## config.mk

```make
export PLATFORM = sky130hd
export DESIGN_NAME = program_loader
export DESIGN_NICKNAME = d
export VERILOG_FILES = /design/src/rtl/program_loader.sv
export SDC_FILE = /design/constraint.sdc
export NUM_CORES = 1
export LEC_CHECK = 0
export CAP_MARGIN = 10
export CORE_UTILIZATION = 55
export CTS_BUF_LIST = sky130_fd_sc_hd__clkbuf_8
export CTS_CLUSTER_DIAMETER = 60
export DETAILED_ROUTE_END_ITERATION = 8
export GPL_ROUTABILITY_DRIVEN = 0
export PLACE_DENSITY = 0.8
export SYNTH_ARGS = -nofsm -noshare
export SYNTH_HDL_FRONTEND = slang
export SYNTH_SLANG_ARGS = --single-unit
```

## constraint.sdc

```tcl
create_clock -name clk -period 3.4 [get_ports clk]
set_clock_uncertainty 0.05 [all_clocks]
set_input_delay 0.68 -clock clk [delete_from_list [all_inputs] [get_ports clk]]
set_output_delay 0.68 -clock clk [all_outputs]
set_load 0.005 [all_outputs]
```

## src/rtl/program_loader.sv

```systemverilog
// Byte-stream boot loader: parses a count header, assembles little-endian 32-bit
// words into instruction memory, verifies an XOR checksum and holds the core in reset until done.
module program_loader #(
    parameter int ADDR_W = 8
) (
    input  logic              clk,
    input  logic              reset,
    input  logic              start,
    input  logic              in_valid,
    input  logic [7:0]        in_data,
    output logic              in_ready,
    output logic              imem_we,
    output logic [ADDR_W-1:0] imem_addr,
    output logic [31:0]       imem_wdata,
    output logic              core_reset,
    output logic              done,
    output logic              error
);

    typedef enum logic [2:0] {
        HDR0 = 3'd0,
        HDR1 = 3'd1,
        DATA = 3'd2,
        CSUM = 3'd3,
        DONE = 3'd4,
        ERR  = 3'd5
    } state_t;

    localparam logic [16:0] MAX_WORDS = 17'(2 ** ADDR_W);

    state_t            state_r;
    state_t            state_next_s;
    logic [7:0]        count_lo_r;
    logic [ADDR_W:0]   word_cnt_r;
    logic [ADDR_W:0]   word_idx_r;
    logic [1:0]        lane_r;
    logic [23:0]       asm_r;
    logic [7:0]        csum_r;
    logic              accept_s;
    logic              last_word_s;
    logic [16:0]       count_hdr_s;

    function automatic logic [7:0] csum_update(input logic [7:0] acc, input logic [7:0] b);
        return acc ^ b;
    endfunction

    assign count_hdr_s = {1'b0, in_data, count_lo_r};
    assign last_word_s = ((word_idx_r + {{ADDR_W{1'b0}}, 1'b1}) == word_cnt_r);

    // Next-state decode; a byte is consumed only in the four loading states.
    always_comb begin
        state_next_s = state_r;
        accept_s     = 1'b0;
        case (state_r)
            HDR0: begin
                if (in_valid) begin
                    accept_s     = 1'b1;
                    state_next_s = HDR1;
                end else begin
                    state_next_s = HDR0;
                end
            end
            HDR1: begin
                if (in_valid) begin
                    accept_s = 1'b1;
                    if (count_hdr_s > MAX_WORDS) begin
                        state_next_s = ERR;
                    end else if (count_hdr_s == 17'd0) begin
                        state_next_s = CSUM;
                    end else begin
                        state_next_s = DATA;
                    end
                end else begin
                    state_next_s = HDR1;
                end
            end
            DATA: begin
                if (in_valid) begin
                    accept_s = 1'b1;
                    if ((lane_r == 2'd3) && last_word_s) begin
                        state_next_s = CSUM;
                    end else begin
                        state_next_s = DATA;
                    end
                end else begin
                    state_next_s = DATA;
                end
            end
            CSUM: begin
                if (in_valid) begin
                    accept_s     = 1'b1;
                    state_next_s = (in_data == csum_r) ? DONE : ERR;
                end else begin
                    state_next_s = CSUM;
                end
            end
            DONE, ERR: begin
                if (start) begin
                    state_next_s = HDR0;
                end else begin
                    state_next_s = state_r;
                end
            end
            default: begin
                state_next_s = HDR0;
            end
        endcase
    end

    // State, datapath and registered outputs; status outputs are decoded from the next state.
    always_ff @(posedge clk or negedge reset) begin
        if (!reset) begin
            state_r    <= HDR0;
            count_lo_r <= 8'd0;
            word_cnt_r <= '0;
            word_idx_r <= '0;
            lane_r     <= 2'd0;
            asm_r      <= 24'd0;
            csum_r     <= 8'd0;
            in_ready   <= 1'b1;
            imem_we    <= 1'b0;
            imem_addr  <= '0;
            imem_wdata <= 32'd0;
            core_reset <= 1'b1;
            done       <= 1'b0;
            error      <= 1'b0;
        end else begin
            state_r    <= state_next_s;
            imem_we    <= 1'b0;
            in_ready   <= (state_next_s != DONE) && (state_next_s != ERR);
            core_reset <= (state_next_s != DONE);
            done       <= (state_next_s == DONE);
            error      <= (state_next_s == ERR);
            case (state_r)
                HDR0: begin
                    if (accept_s) begin
                        count_lo_r <= in_data;
                    end
                end
                HDR1: begin
                    if (accept_s) begin
                        word_cnt_r <= count_hdr_s[ADDR_W:0];
                    end
                end
                DATA: begin
                    if (accept_s) begin
                        csum_r <= csum_update(csum_r, in_data);
                        lane_r <= lane_r + 2'd1;
                        if (lane_r == 2'd3) begin
                            imem_we    <= 1'b1;
                            imem_addr  <= word_idx_r[ADDR_W-1:0];
                            imem_wdata <= {in_data, asm_r};
                            word_idx_r <= word_idx_r + {{ADDR_W{1'b0}}, 1'b1};
                        end else begin
                            asm_r[{lane_r, 3'b000} +: 8] <= in_data;
                        end
                    end
                end
                DONE, ERR: begin
                    if (start) begin
                        word_idx_r <= '0;
                        lane_r     <= 2'd0;
                        asm_r      <= 24'd0;
                        csum_r     <= 8'd0;
                    end
                end
                default: begin
                    lane_r <= 2'd0;
                end
            endcase
        end
    end

endmodule
```

==> impl_results.html, run 1 <==
<table>
<tr><th>Metric</th><th>Value</th></tr>
<tr><th colspan="2">Final layout</th></tr>
<tr><td>Diodes inserted</td><td>0</td></tr>
<tr><td>Net count reported at finish</td><td>approximately 550</td></tr>
<tr><td>Non-Filler Instances</td><td>643</td></tr>
<tr><td>Final design utilization</td><td>roughly two thirds</td></tr>
<tr><td>Multi-input logic area</td><td>1931 µm²</td></tr>
<tr><td>Synth-to-Final Area Change</td><td>15.23%</td></tr>
<tr><td>Most common cell after layout, fill and taps aside</td><td>sky130_fd_sc_hd__dfrtp_1</td></tr>
<tr><td>Final std cell area, no fill</td><td>5652 µm²</td></tr>
<tr><td>Area used by sequential logic in the layout</td><td>2705 µm²</td></tr>
<tr><td>Ratio of cells with drive above 1 in the final layout</td><td>approximately a tenth</td></tr>
<tr><td>Highest-count cells in the layout ignoring fill and taps</td><td>sky130_fd_sc_hd__dfrtp_1, sky130_fd_sc_hd__nand2_1, sky130_fd_sc_hd__clkdlybuf4s50_1</td></tr>
<tr><td>Number of filler instances in the final layout</td><td>around 680</td></tr>
<tr><th colspan="2">GRT</th></tr>
<tr><td>GR Overflow Total</td><td>0</td></tr>
<tr><td>Via count of the first global-routing pass</td><td>3,362</td></tr>
<tr><td>Routing usage on met3</td><td>3.052%</td></tr>
<tr><td>Wire length of the first global-routing pass</td><td>16.59 mm</td></tr>
<tr><td>Most Used Layer, Global Route</td><td>met2</td></tr>
<tr><td>Antenna violations before repair</td><td>0</td></tr>
<tr><td>Maximum number of pins on one net before global-route repair</td><td>61</td></tr>
<tr><td>Met2 usage in global routing</td><td>a little under two fifths</td></tr>
<tr><td>Global Route Usage Sum</td><td>between 20% and 30%</td></tr>
<tr><td>Met1 Track Usage GR</td><td>34.20%</td></tr>
<tr><th colspan="2">Route</th></tr>
<tr><td>Routed WL</td><td>10.05 mm</td></tr>
<tr><td>Number of optimization iterations in the first detailed-route pass</td><td>5</td></tr>
<tr><td>Routed vias</td><td>3,585</td></tr>
<tr><td>DRC marker count from the first detailed-route iteration</td><td>approximately 220</td></tr>
<tr><td>Average vias per placed instance</td><td>approximately 5.6</td></tr>
<tr><td>Routed length per instance</td><td>between 15 and 20 µm</td></tr>
<tr><td>Number of remaining DRC errors</td><td>0</td></tr>
<tr><td>Antenna-violating nets left</td><td>0</td></tr>
<tr><th colspan="2">STA</th></tr>
<tr><td>Final critical-path share of the clock period</td><td>between 60% and 70%</td></tr>
<tr><td>Worst-Margin Slew</td><td>0.7435 ns</td></tr>
<tr><td>Minimum clock period after layout</td><td>2.339 ns</td></tr>
<tr><td>Highest clock rate</td><td>427.6 MHz</td></tr>
<tr><td>Worst slew margin</td><td>50.43%</td></tr>
<tr><td>Count of final setup violators</td><td>0</td></tr>
<tr><td>Count of endpoints failing hold in the final timing report</td><td>0</td></tr>
<tr><td>Worst-case hold slack</td><td>0.3294 ns</td></tr>
<tr><td>Max Transition Viols Final</td><td>0</td></tr>
<tr><td>Final critical-path setup slack</td><td>between 1 and 1.5 ns</td></tr>
<tr><td>RSZ-0062 raised after global routing</td><td>no</td></tr>
<tr><td>Setup TNS after final layout</td><td>0 ns</td></tr>
<tr><th colspan="2">Placed design</th></tr>
<tr><td>Setup WS pre-CTS</td><td>0.7082 ns</td></tr>
<tr><td>IO Port Bufs</td><td>56</td></tr>
<tr><td>Area post-placement</td><td>about 5500 µm²</td></tr>
<tr><td>Half-perimeter wire length of the detailed placement result</td><td>6.943 mm</td></tr>
<tr><td>Placed Cells</td><td>around 630</td></tr>
<tr><th colspan="2">Die</th></tr>
<tr><td>Core area</td><td>a little under 9000 µm²</td></tr>
<tr><td>Chip height</td><td>slightly below 100 µm</td></tr>
<tr><td>Number of standard-cell rows in the floorplan</td><td>34</td></tr>
<tr><td>Top-Level Pins</td><td>57</td></tr>
<tr><td>Area of the die</td><td>between 9000 and 10,000 µm²</td></tr>
<tr><td>Chip Width</td><td>roughly 96 µm</td></tr>
<tr><td>Initial Util</td><td>between 50% and 60%</td></tr>
<tr><th colspan="2">Yosys</th></tr>
<tr><td>Syn avg cell area</td><td>around 10 µm²</td></tr>
<tr><td>Post-Syn Area</td><td>roughly 5000 µm²</td></tr>
<tr><td>Share of synthesized flip-flops with an asynchronous set or reset</td><td>100.0%</td></tr>
<tr><td>Number of different library cells in the post-synthesis netlist</td><td>53</td></tr>
<tr><td>Yosys Warn Count</td><td>0</td></tr>
<tr><td>Part of the Yosys area used for sequential elements</td><td>between 50% and 60%</td></tr>
<tr><td>Net count of the mapped netlist</td><td>507</td></tr>
<tr><td>Top cells by area, synth</td><td>sky130_fd_sc_hd__dfrtp_1, sky130_fd_sc_hd__nand2_1, sky130_fd_sc_hd__o21ai_0</td></tr>
<tr><td>Proportion of netlist area held by the largest area contributor</td><td>between 50% and 60%</td></tr>
<tr><td>Leading area contributor after synthesis</td><td>sky130_fd_sc_hd__dfrtp_1</td></tr>
<tr><td>FF+latch count, synth</td><td>108</td></tr>
<tr><td>Post-Syn Instances</td><td>about 500</td></tr>
<tr><td>Most used flip-flop cell after synthesis</td><td>sky130_fd_sc_hd__dfrtp_1</td></tr>
<tr><td>Number of enable flip-flop cells after synthesis</td><td>0</td></tr>
<tr><th colspan="2">Critical path</th></tr>
<tr><td>Critical path fanouts, max</td><td>9</td></tr>
<tr><td>Worst path buffer plus inverter count</td><td>1</td></tr>
<tr><td>Endpoint arrival time on the critical path</td><td>about 2.5 ns</td></tr>
<tr><td>Critical Path Start Type</td><td>input port</td></tr>
<tr><td>Start-to-end type of the worst setup path</td><td>input port to flip-flop</td></tr>
<tr><td>Slowest-stage cell, CP</td><td>sky130_fd_sc_hd__clkdlybuf4s50_1</td></tr>
<tr><td>Category of cells accounting for the largest share of critical-path delay</td><td>compound AO/OA/AOI/OAI gates</td></tr>
<tr><td>Cell depth of the worst setup path</td><td>6</td></tr>
<tr><td>Kind of end point of the critical path</td><td>flip-flop</td></tr>
<tr><td>Chain of cells forming the critical path</td><td>clkdlybuf4s50_1, xnor2_1, nand4_1, o311a_1, a22oi_1, o21ai_1</td></tr>
<tr><td>CP Data Required Time</td><td>~3.6 ns</td></tr>
<tr><td>Number of cells traversed by the worst register-to-register path</td><td>5</td></tr>
<tr><td>Maximum cell stage delay along the critical path</td><td>~0.76 ns</td></tr>
<tr><th colspan="2">Clocking</th></tr>
<tr><td>CTS H-tree lvls</td><td>3</td></tr>
<tr><td>Clock tree root driver cell</td><td>sky130_fd_sc_hd__clkbuf_8</td></tr>
<tr><td>Largest buffer count on any clock path</td><td>2</td></tr>
<tr><td>Cells resized by post-CTS repair</td><td>0</td></tr>
<tr><td>Hold buffers post-CTS</td><td>0</td></tr>
<tr><td>Worst skew pair latency</td><td>between 0.3 and 0.4 ns</td></tr>
<tr><td>TritonCTS clock tree</td><td>done</td></tr>
<tr><td>Clock tree sinks</td><td>between 100 and 150</td></tr>
<tr><td>CTS clock-pin slew for the worst setup and hold paths</td><td>approximately 0.10 ns</td></tr>
<tr><td>Num CTS Buffers</td><td>9</td></tr>
<tr><td>Setup Fix Bufs, Post-CTS</td><td>0</td></tr>
<tr><th colspan="2">Pwr</th></tr>
<tr><td>Overall Power</td><td>between 3 and 4 mW</td></tr>
<tr><td>VDD IR max</td><td>between 300 and 400 µV</td></tr>
<tr><td>Leakage power total</td><td>approximately 2.5 nW</td></tr>
<tr><td>Power density cells</td><td>554.4 nW/µm²</td></tr>
<tr><th colspan="2">Run status</th></tr>
<tr><td>Status</td><td>finished clean</td></tr>
<tr><th colspan="2">Min path</th></tr>
<tr><td>Worst hold path type</td><td>input port to async pin</td></tr>
<tr><th colspan="2">Job</th></tr>
<tr><td># Max-Cap Violations</td><td>0</td></tr>
</table>
path summary, 6_finish.rpt:
kind                               from             end  slack, ns
setup / recovery             in_data[3]      state_r[0]       1.06
hold / removal                    reset  imem_wdata[18]       0.33
setup reg to reg             state_r[1]       asm_r[10]       1.21
hold reg to reg            imem_addr[5]    imem_addr[5]       0.44
max in group asynchronous         reset        in_ready       2.18
min in group clk           imem_addr[5]    imem_addr[5]       0.44
layer usage:
layer	wire (µm)	share of wire (%)
met1	4612	46
met2	4861	48
met3	454	4.5
met4	125	1.2
met5	0	0
power by group:
group | internal [mW] | total (mW) | switching, mW
sequential | 1.50 | 1.66 | 0.164
combinational | 0.366 | 0.763 | 0.397
clock | 0.271 | 0.709 | 0.438
state kept, by name, summed over array words and instances (netlist names), 2 cells and up:
| name | flops |
|---|---|
| imem_wdata | 32 |
| asm_r | 24 |
| word_cnt_r | 9 |
| word_idx_r | 9 |
| count_lo_r | 8 |
| csum_r | 8 |
| imem_addr | 8 |
| state_r | 3 |
| lane_r | 2 |
cell families (layout without fill, tap and decap cells):
family / Yosys count / in the layout / synth area share, %
XOR/XNOR: 21 / 21 / 3.750
AND/OR/NAND/NOR: 185 / 185 / 17.83
flip-flops: 108 / 108 / 55.15
AO/OA/AOI/OAI: 96 / 96 / 12.09
multiplexers: 19 / 19 / 4.311
buffers and inverters: 56 / 101 / 5.587
adder cells (fa/ha/maj): 5 / 5 / 1.276
cell usage after synthesis, types with 2 or more instances:
master                     count
sky130_fd_sc_hd__o21ai_0      54
sky130_fd_sc_hd__nor2_1       20
sky130_fd_sc_hd__o21ai_1      10
sky130_fd_sc_hd__nor3_4        2
sky130_fd_sc_hd__mux2i_1       2
sky130_fd_sc_hd__and3_1        3
sky130_fd_sc_hd__nand3_1      22
sky130_fd_sc_hd__a22o_1        9
sky130_fd_sc_hd__ha_1          5
sky130_fd_sc_hd__dfrtp_1     106
sky130_fd_sc_hd__buf_4         7
sky130_fd_sc_hd__nand2b_1     11
sky130_fd_sc_hd__and4_1        3
sky130_fd_sc_hd__nand4_1       2
sky130_fd_sc_hd__nand2_1     102
sky130_fd_sc_hd__xnor2_1      14
sky130_fd_sc_hd__buf_2         6
sky130_fd_sc_hd__mux2_2       17
sky130_fd_sc_hd__xor2_1        7
sky130_fd_sc_hd__clkbuf_1     17
sky130_fd_sc_hd__nor3_1        4
sky130_fd_sc_hd__a21oi_1       6
sky130_fd_sc_hd__dfstp_2       2
sky130_fd_sc_hd__nor4_1        5
sky130_fd_sc_hd__o32a_1        2
sky130_fd_sc_hd__inv_1        22
sky130_fd_sc_hd__buf_6         4
area by class of cell:
class                      instances  share of cell area [%]
clock buffer                       9                   2.192
sequential                       108                   47.86
tap                              108                   2.391
multi-input combinational        326                   34.16
clock inverter                     7                  0.9077
timing repair buffer              63                   11.03
inverter                          22                   1.461
Power figures use the tool's default switching activity.
==> inputs of run 2 (changes only) <==
--- a/config.mk
+++ b/config.mk
@@ -6,12 +6,12 @@
 export NUM_CORES = 1
 export LEC_CHECK = 0
 export CAP_MARGIN = 10
-export CORE_UTILIZATION = 55
+export CORE_UTILIZATION = 52
 export CTS_BUF_LIST = sky130_fd_sc_hd__clkbuf_8
 export CTS_CLUSTER_DIAMETER = 60
 export DETAILED_ROUTE_END_ITERATION = 8
 export GPL_ROUTABILITY_DRIVEN = 0
-export PLACE_DENSITY = 0.8
+export PLACE_DENSITY = 0.79
 export SYNTH_ARGS = -nofsm -noshare
 export SYNTH_HDL_FRONTEND = slang
 export SYNTH_SLANG_ARGS = --single-unit
==> constraint.sdc (replaced) <==
create_clock -name clk -period 2 [get_ports clk]
set_clock_uncertainty 0.05 [all_clocks]
set_input_delay 0.4 -clock clk [delete_from_list [all_inputs] [get_ports clk]]
set_output_delay 0.4 -clock clk [all_outputs]
set_load 0.005 [all_outputs]
==> run 2 against run 1 <==
Against the previous run:
- final cell count rose by 6.4%
- first-iteration DRC count is 21% higher
- critical path type is now flip-flop to flip-flop
- sequential power increased by 69%
- sequential share of layout area is 2.8 points lower
- via count increased by 4.8%
- non-clock buffer count rose by 38
- power increased by 79%
- critical path depth unchanged
- utilization grew 0.18 points
- flip-flop and latch count stayed put
==> impl_results.html, run 2 (synthesized netlist as in run 1, its figures left out) <==
<table>
<tr><th>Metric</th><th>Value</th></tr>
<tr><th colspan="2">Die</th></tr>
<tr><td>Chip height</td><td>around 99 µm</td></tr>
<tr><td>Core area</td><td>9196 µm²</td></tr>
<tr><td>Area of the die</td><td>9825 µm²</td></tr>
<tr><td>Top-Level Pins</td><td>57</td></tr>
<tr><td>Chip Width</td><td>slightly below 100 µm</td></tr>
<tr><td>Number of standard-cell rows in the floorplan</td><td>35</td></tr>
<tr><td>Initial Util</td><td>a little over half</td></tr>
<tr><th colspan="2">STA</th></tr>
<tr><td>Highest clock rate</td><td>523.0 MHz</td></tr>
<tr><td>Final critical-path setup slack</td><td>about 0.088 ns</td></tr>
<tr><td>Worst-Margin Slew</td><td>0.3554 ns</td></tr>
<tr><td>Minimum clock period after layout</td><td>approximately 1.9 ns</td></tr>
<tr><td>Worst slew margin</td><td>~76%</td></tr>
<tr><td>RSZ-0062 raised after global routing</td><td>no</td></tr>
<tr><td>Count of endpoints failing hold in the final timing report</td><td>0</td></tr>
<tr><td>Max Transition Viols Final</td><td>0</td></tr>
<tr><td>Final critical-path share of the clock period</td><td>between 90 and 100%</td></tr>
<tr><td>Setup TNS after final layout</td><td>0 ns</td></tr>
<tr><td>Count of final setup violators</td><td>0</td></tr>
<tr><th colspan="2">Route</th></tr>
<tr><td>Met3 routed wirelength</td><td>roughly 580 µm</td></tr>
<tr><td>Routed length per instance</td><td>about 15 µm</td></tr>
<tr><td>Total routed wire length on the met1 layer</td><td>between 4 and 5 mm</td></tr>
<tr><td>Number of remaining DRC errors</td><td>0</td></tr>
<tr><td>Routed vias</td><td>about 3.8k</td></tr>
<tr><td>Routed WL</td><td>10.56 mm</td></tr>
<tr><td>DRC marker count from the first detailed-route iteration</td><td>around 260</td></tr>
<tr><td>Antenna-violating nets left</td><td>0</td></tr>
<tr><td>Average vias per placed instance</td><td>around 5.5</td></tr>
<tr><td>Highest layer used for signal routing</td><td>met4</td></tr>
<tr><td>Number of optimization iterations in the first detailed-route pass</td><td>6</td></tr>
<tr><td>Met2 routed wirelength</td><td>a little over 5 mm</td></tr>
<tr><th colspan="2">GRT</th></tr>
<tr><td>Global Route Usage Sum</td><td>a little under a quarter</td></tr>
<tr><td>Maximum number of pins on one net before global-route repair</td><td>55</td></tr>
<tr><td>Wire length of the first global-routing pass</td><td>between 15 and 20 mm</td></tr>
<tr><td>GR Overflow Total</td><td>0</td></tr>
<tr><td>Antenna violations before repair</td><td>0</td></tr>
<tr><td>Via count of the first global-routing pass</td><td>~3.6k</td></tr>
<tr><th colspan="2">Placed design</th></tr>
<tr><td>Placed Cells</td><td>~670</td></tr>
<tr><td>IO Port Bufs</td><td>between 50 and 60</td></tr>
<tr><td>Setup WS pre-CTS</td><td>-0.2196 ns</td></tr>
<tr><td>Half-perimeter wire length of the detailed placement result</td><td>7.800 mm</td></tr>
<tr><th colspan="2">Min path</th></tr>
<tr><td>Worst hold path type</td><td>input port to async pin</td></tr>
<tr><th colspan="2">Critical path</th></tr>
<tr><td>Maximum cell stage delay along the critical path</td><td>~0.44 ns</td></tr>
<tr><td>Critical path fanouts, max</td><td>8</td></tr>
<tr><td>CP Data Required Time</td><td>roughly 2.2 ns</td></tr>
<tr><td>Start-to-end type of the worst setup path</td><td>flip-flop to flip-flop</td></tr>
<tr><td>Kind of end point of the critical path</td><td>flip-flop</td></tr>
<tr><td>Slowest-stage cell, CP</td><td>sky130_fd_sc_hd__or3b_4</td></tr>
<tr><td>Category of cells accounting for the largest share of critical-path delay</td><td>simple AND/OR/NAND/NOR gates</td></tr>
<tr><td>Endpoint arrival time on the critical path</td><td>2.13 ns</td></tr>
<tr><td>Critical Path Start Type</td><td>flip-flop</td></tr>
<tr><td>Chain of cells forming the critical path</td><td>or3b_4, o22ai_4, buf_4, nor2_2, and3_1, a22o_1</td></tr>
<tr><td>Worst path buffer plus inverter count</td><td>1</td></tr>
<tr><th colspan="2">Final layout</th></tr>
<tr><td>Max reg flops</td><td>32</td></tr>
<tr><td>Diodes inserted</td><td>0</td></tr>
<tr><td>Largest register by flop count</td><td>imem_wdata</td></tr>
<tr><td>Ratio of cells with drive above 1 in the final layout</td><td>approximately 16%</td></tr>
<tr><td>Synth-to-Final Area Change</td><td>22.45%</td></tr>
<tr><td>Non-Filler Instances</td><td>684</td></tr>
<tr><td>Biggest regs</td><td>imem_wdata (32), asm_r (24)</td></tr>
<tr><td>Most common cell after layout, fill and taps aside</td><td>sky130_fd_sc_hd__dfrtp_1</td></tr>
<tr><td>Net count reported at finish</td><td>585</td></tr>
<tr><td>Final design utilization</td><td>approximately two thirds</td></tr>
<tr><td>Highest-count cells in the layout ignoring fill and taps</td><td>sky130_fd_sc_hd__dfrtp_1, sky130_fd_sc_hd__nand2_1, sky130_fd_sc_hd__clkdlybuf4s50_1</td></tr>
<tr><th colspan="2">Run status</th></tr>
<tr><td>Status</td><td>finished clean</td></tr>
<tr><th colspan="2">Pwr</th></tr>
<tr><td>Power density cells</td><td>about 940 nW/µm²</td></tr>
<tr><td>VDD IR max</td><td>477.9 µV</td></tr>
<tr><td>Overall Power</td><td>roughly 5.6 mW</td></tr>
<tr><td>Leakage power total</td><td>between 2 and 3 nW</td></tr>
<tr><th colspan="2">Clocking</th></tr>
<tr><td>TritonCTS clock tree</td><td>done</td></tr>
<tr><td>Clock tree sinks</td><td>108</td></tr>
<tr><td>CTS H-tree lvls</td><td>3</td></tr>
<tr><td>Setup Fix Bufs, Post-CTS</td><td>0</td></tr>
<tr><td>CTS clock-pin slew for the worst setup and hold paths</td><td>~0.10 ns</td></tr>
<tr><td>Worst skew pair latency</td><td>0.37 ns</td></tr>
<tr><td>Clock tree root driver cell</td><td>sky130_fd_sc_hd__clkbuf_8</td></tr>
<tr><td>Num CTS Buffers</td><td>9</td></tr>
<tr><td>Largest buffer count on any clock path</td><td>2</td></tr>
<tr><th colspan="2">Job</th></tr>
<tr><td># Max-Cap Violations</td><td>0</td></tr>
</table>
## run 2: cell count changes in the layout (fill, tap and decap cells not counted), moves of 2 or more
cell                       delta
sky130_fd_sc_hd__buf_4       +35
sky130_fd_sc_hd__buf_12       +2
sky130_fd_sc_hd__clkinv_4     +2
sky130_fd_sc_hd__inv_6        -2
## run 2: cell type report
cell class              count  area (µm²)
well taps                 111       138.9
inverters                  22       82.58
flip-flops and latches    108        2705
clock inverters             6       50.05
fillers                   734        3191
repair buffers            101       935.9
clock buffers              10       137.6
multi-input cells         326        1956
## run 2: layer usage
layer | global-route usage, % | vias to the layer above
li1 | - | 1792
met1 | 32.12 | 1827
met4 | 7.692 | 0
met5 | 0 | -
met3 | 4.638 | 16
met2 | 37.28 | 122
## run 2: worst reg2reg max path: cells and delay by family, from the launching register on
family / cells / cell delay [ns]
simple gates: 3 / 0.75
flops: 1 / 0.41
buf+inv: 1 / 0.15
compound gates: 2 / 0.45
## run 2: what timing repair did
item | CTS | global route
endpoints found under the hold margin | 23 | 0
cloned | 0 | 0
gates resized for setup | 1 | 3
hold buffers | 1 | 0
setup endpoints to repair | 1 | 15
## run 2: report_power, final
part	internal, mW	total (mW)	leakage (nW)	switching [mW]
combinational	0.786	1.55	1.20	0.768
sequential	2.55	2.80	1.45	0.258
clock	0.501	1.26	0.0997	0.764
## run 2: path summary, 6_finish.rpt
check / from / to / slack [ns] / cells past startpoint
hold / removal: reset / imem_wdata[13] / 0.42 / 2
min in group clk: asm_r[2] / imem_wdata[2] / 0.43 / 2
setup / recovery: state_r[0] / asm_r[7] / 0.09 / 6
hold reg to reg: asm_r[2] / imem_wdata[2] / 0.43 / 2
max in group asynchronous: reset / csum_r[4] / 0.77 / 3
setup reg to reg: state_r[0] / asm_r[7] / 0.09 / 6
## run 2: stage by stage
step | hold WS (ns) | instance area, µm²
CTS | 0.4118 | 5987
global placement | 0.2800 | 5783
global route | 0.4308 | 6006
finish | 0.4174 | 6006
detailed placement | 0.2879 | 5783
floorplan | 0.05441 | 4905
==> variant: new RTL, config.mk and constraints of run 2 <==
Encoding of `state_t`: now one-hot (6 bits for 6 states).
--- a/src/rtl/program_loader.sv
+++ b/src/rtl/program_loader.sv
@@ -19,9 +19,9 @@
 
-    typedef enum logic [2:0] {
-        HDR0 = 3'd0,
-        HDR1 = 3'd1,
-        DATA = 3'd2,
-        CSUM = 3'd3,
-        DONE = 3'd4,
-        ERR  = 3'd5
+    typedef enum logic [5:0] {
+        HDR0 = 6'b000001,
+        HDR1 = 6'b000010,
+        DATA = 6'b000100,
+        CSUM = 6'b001000,
+        DONE = 6'b010000,
+        ERR  = 6'b100000
     } state_t;
Formal check against the unedited RTL: same outputs for any inputs over 4 cycles, from zero or initial values and one cycle with reset low; so few cycles prove little.
==> variant against run 2 <==
Maximum frequency fell by 10%. Area after synthesis is 6.5% higher. Worst setup slack worse by 0.22 ns. Count of clock-buffer cells in the layout is 1 lower. Routed wire length rose by 28%. Critical endpoint is now imem_wdata[26]$_DFFE_PN0P_. Total power up 2.3%. Synthesized cell count rose by 5.9%. The run now ends with setup timing left. Final area grew 17%. Cell count is 14% higher. Die area is 6.3% higher. Via count up 16%. Sequential cell count increased by 3.
==> variant: results (changes against run 2) <==
sequential standard cell area=2784 sq um (+2.9%); M1 WL=5427 um (+16%); pwr dens=818.0 nW/um^2 (-13%); Detail Placement HPWL=8898 um (+14%); top area cells in the synthesized netlist=dfrtp_1 52%, nand2_1 9.0%, mux2_2 3.7%, o21ai_0 3.6%, a22o_1 2.9%; vias in the first global route=4038 (+11%); largest net degree at the start of global routing=46 (-16%); met2 usage=43.00% (+5.7 points); failing checks=setup timing; vias per cell=5.575 (+1.5%); # clk buffers=9 (-1); endpoints failing setup=81 (+81); Distinct cells, synth=62 (+17%); Max VDD drop=0.3811 mV (-20%); Seq/Total Area, Yosys=53.26% (-1.9 points); Final non-clock buffer share=20.37% (+4.8 points); met3 Track Usage GR=4.036% (-0.60 points); Final nets=659 (+13%); Clock-cell share=2.455% (-0.67 points); Buffers excl. clock=142 (+41%); WL/cell=17.33 um (+12%); Worst EP arrival=2.41 ns (+0.28 ns); Sink Count=111 (+2.8%); slack of the critical path=-0.1328 ns (-0.2208 ns); latest clock arrival within the worst-skew pair=0.39 ns (+0.02 ns); status=finished, violations left; relative slew slack=68.39% (-7.3 points); first drt pass iteration count=5 (-1); initial DRC count=290 (+11%); worst setup path end=imem_wdata[26]$_DFFE_PN0P_; Gate power share=27.4% (-0.2 points); Multi-Input Combinational=360 (+10%); Post-Syn Nets=537 (+5.9%); multi-input combinational area share=34.21% (+1.6 points); worst reg2reg path depth=7 (+1); count leader, synth=nand2_1
## variant: cell types whose count changed in the layout (fill, tap and decap cells not counted), moves of 6 or more
cell and change:
o21ai_1 +17, o21ai_0 -47, buf_12 +6, buf_4 +23
nand2_2 +9, mux2i_1 +8, buf_6 +7, a22o_1 +8
nand2_1 +12, nand3_1 -13
## variant: critical path, cell delays in order (launching register included)
cell and delay [ns]:
dfrtp_1 0.43, or4_4 0.60, or3_4 0.51, inv_8 0.13
buf_12 0.11, clkbuf_16 0.13, nand2_1 0.05, nand2_1 0.07
## variant: kinds of logic (layout without fill, tap and decap cells)
kind of cell	Yosys count	count (layout)	share of synthesized area, %
simple gates	215	215	19.74
flops	111	111	53.26
compound gates	92	92	12.39
buf+inv	48	175	4.240
mux	27	27	5.582
xor+xnor	20	20	3.354
fa+ha+maj	6	6	1.437
## variant: repair_timing
action	4_1_cts	5_1_grt
gates cloned	0	6
setup buffers	3	11
setup endpoints to repair	87	83
endpoints found under the hold margin	24	0
gates resized for setup	15	74
pin swaps	3	27
hold buffers	1	0
## variant: metrics by stage
step / power [W] / setup WS [ns] / setup TNS (ns) / instances / hold WS (ns)
final: 0.005753 / -0.1328 / -5.092 / 779 / 0.4242
after global routing: 0.006021 / -0.1903 / -8.685 / 779 / 0.4485
after CTS: 0.005634 / -0.1211 / -2.375 / 763 / 0.4177
after detailed placement: 0.004382 / -0.1494 / -7.194 / 745 / 0.2964
after global placement: 0.004296 / -0.09921 / -4.638 / 745 / 0.2906
after floorplan: 0.003857 / -0.05026 / -0.9763 / 519 / 0.05441
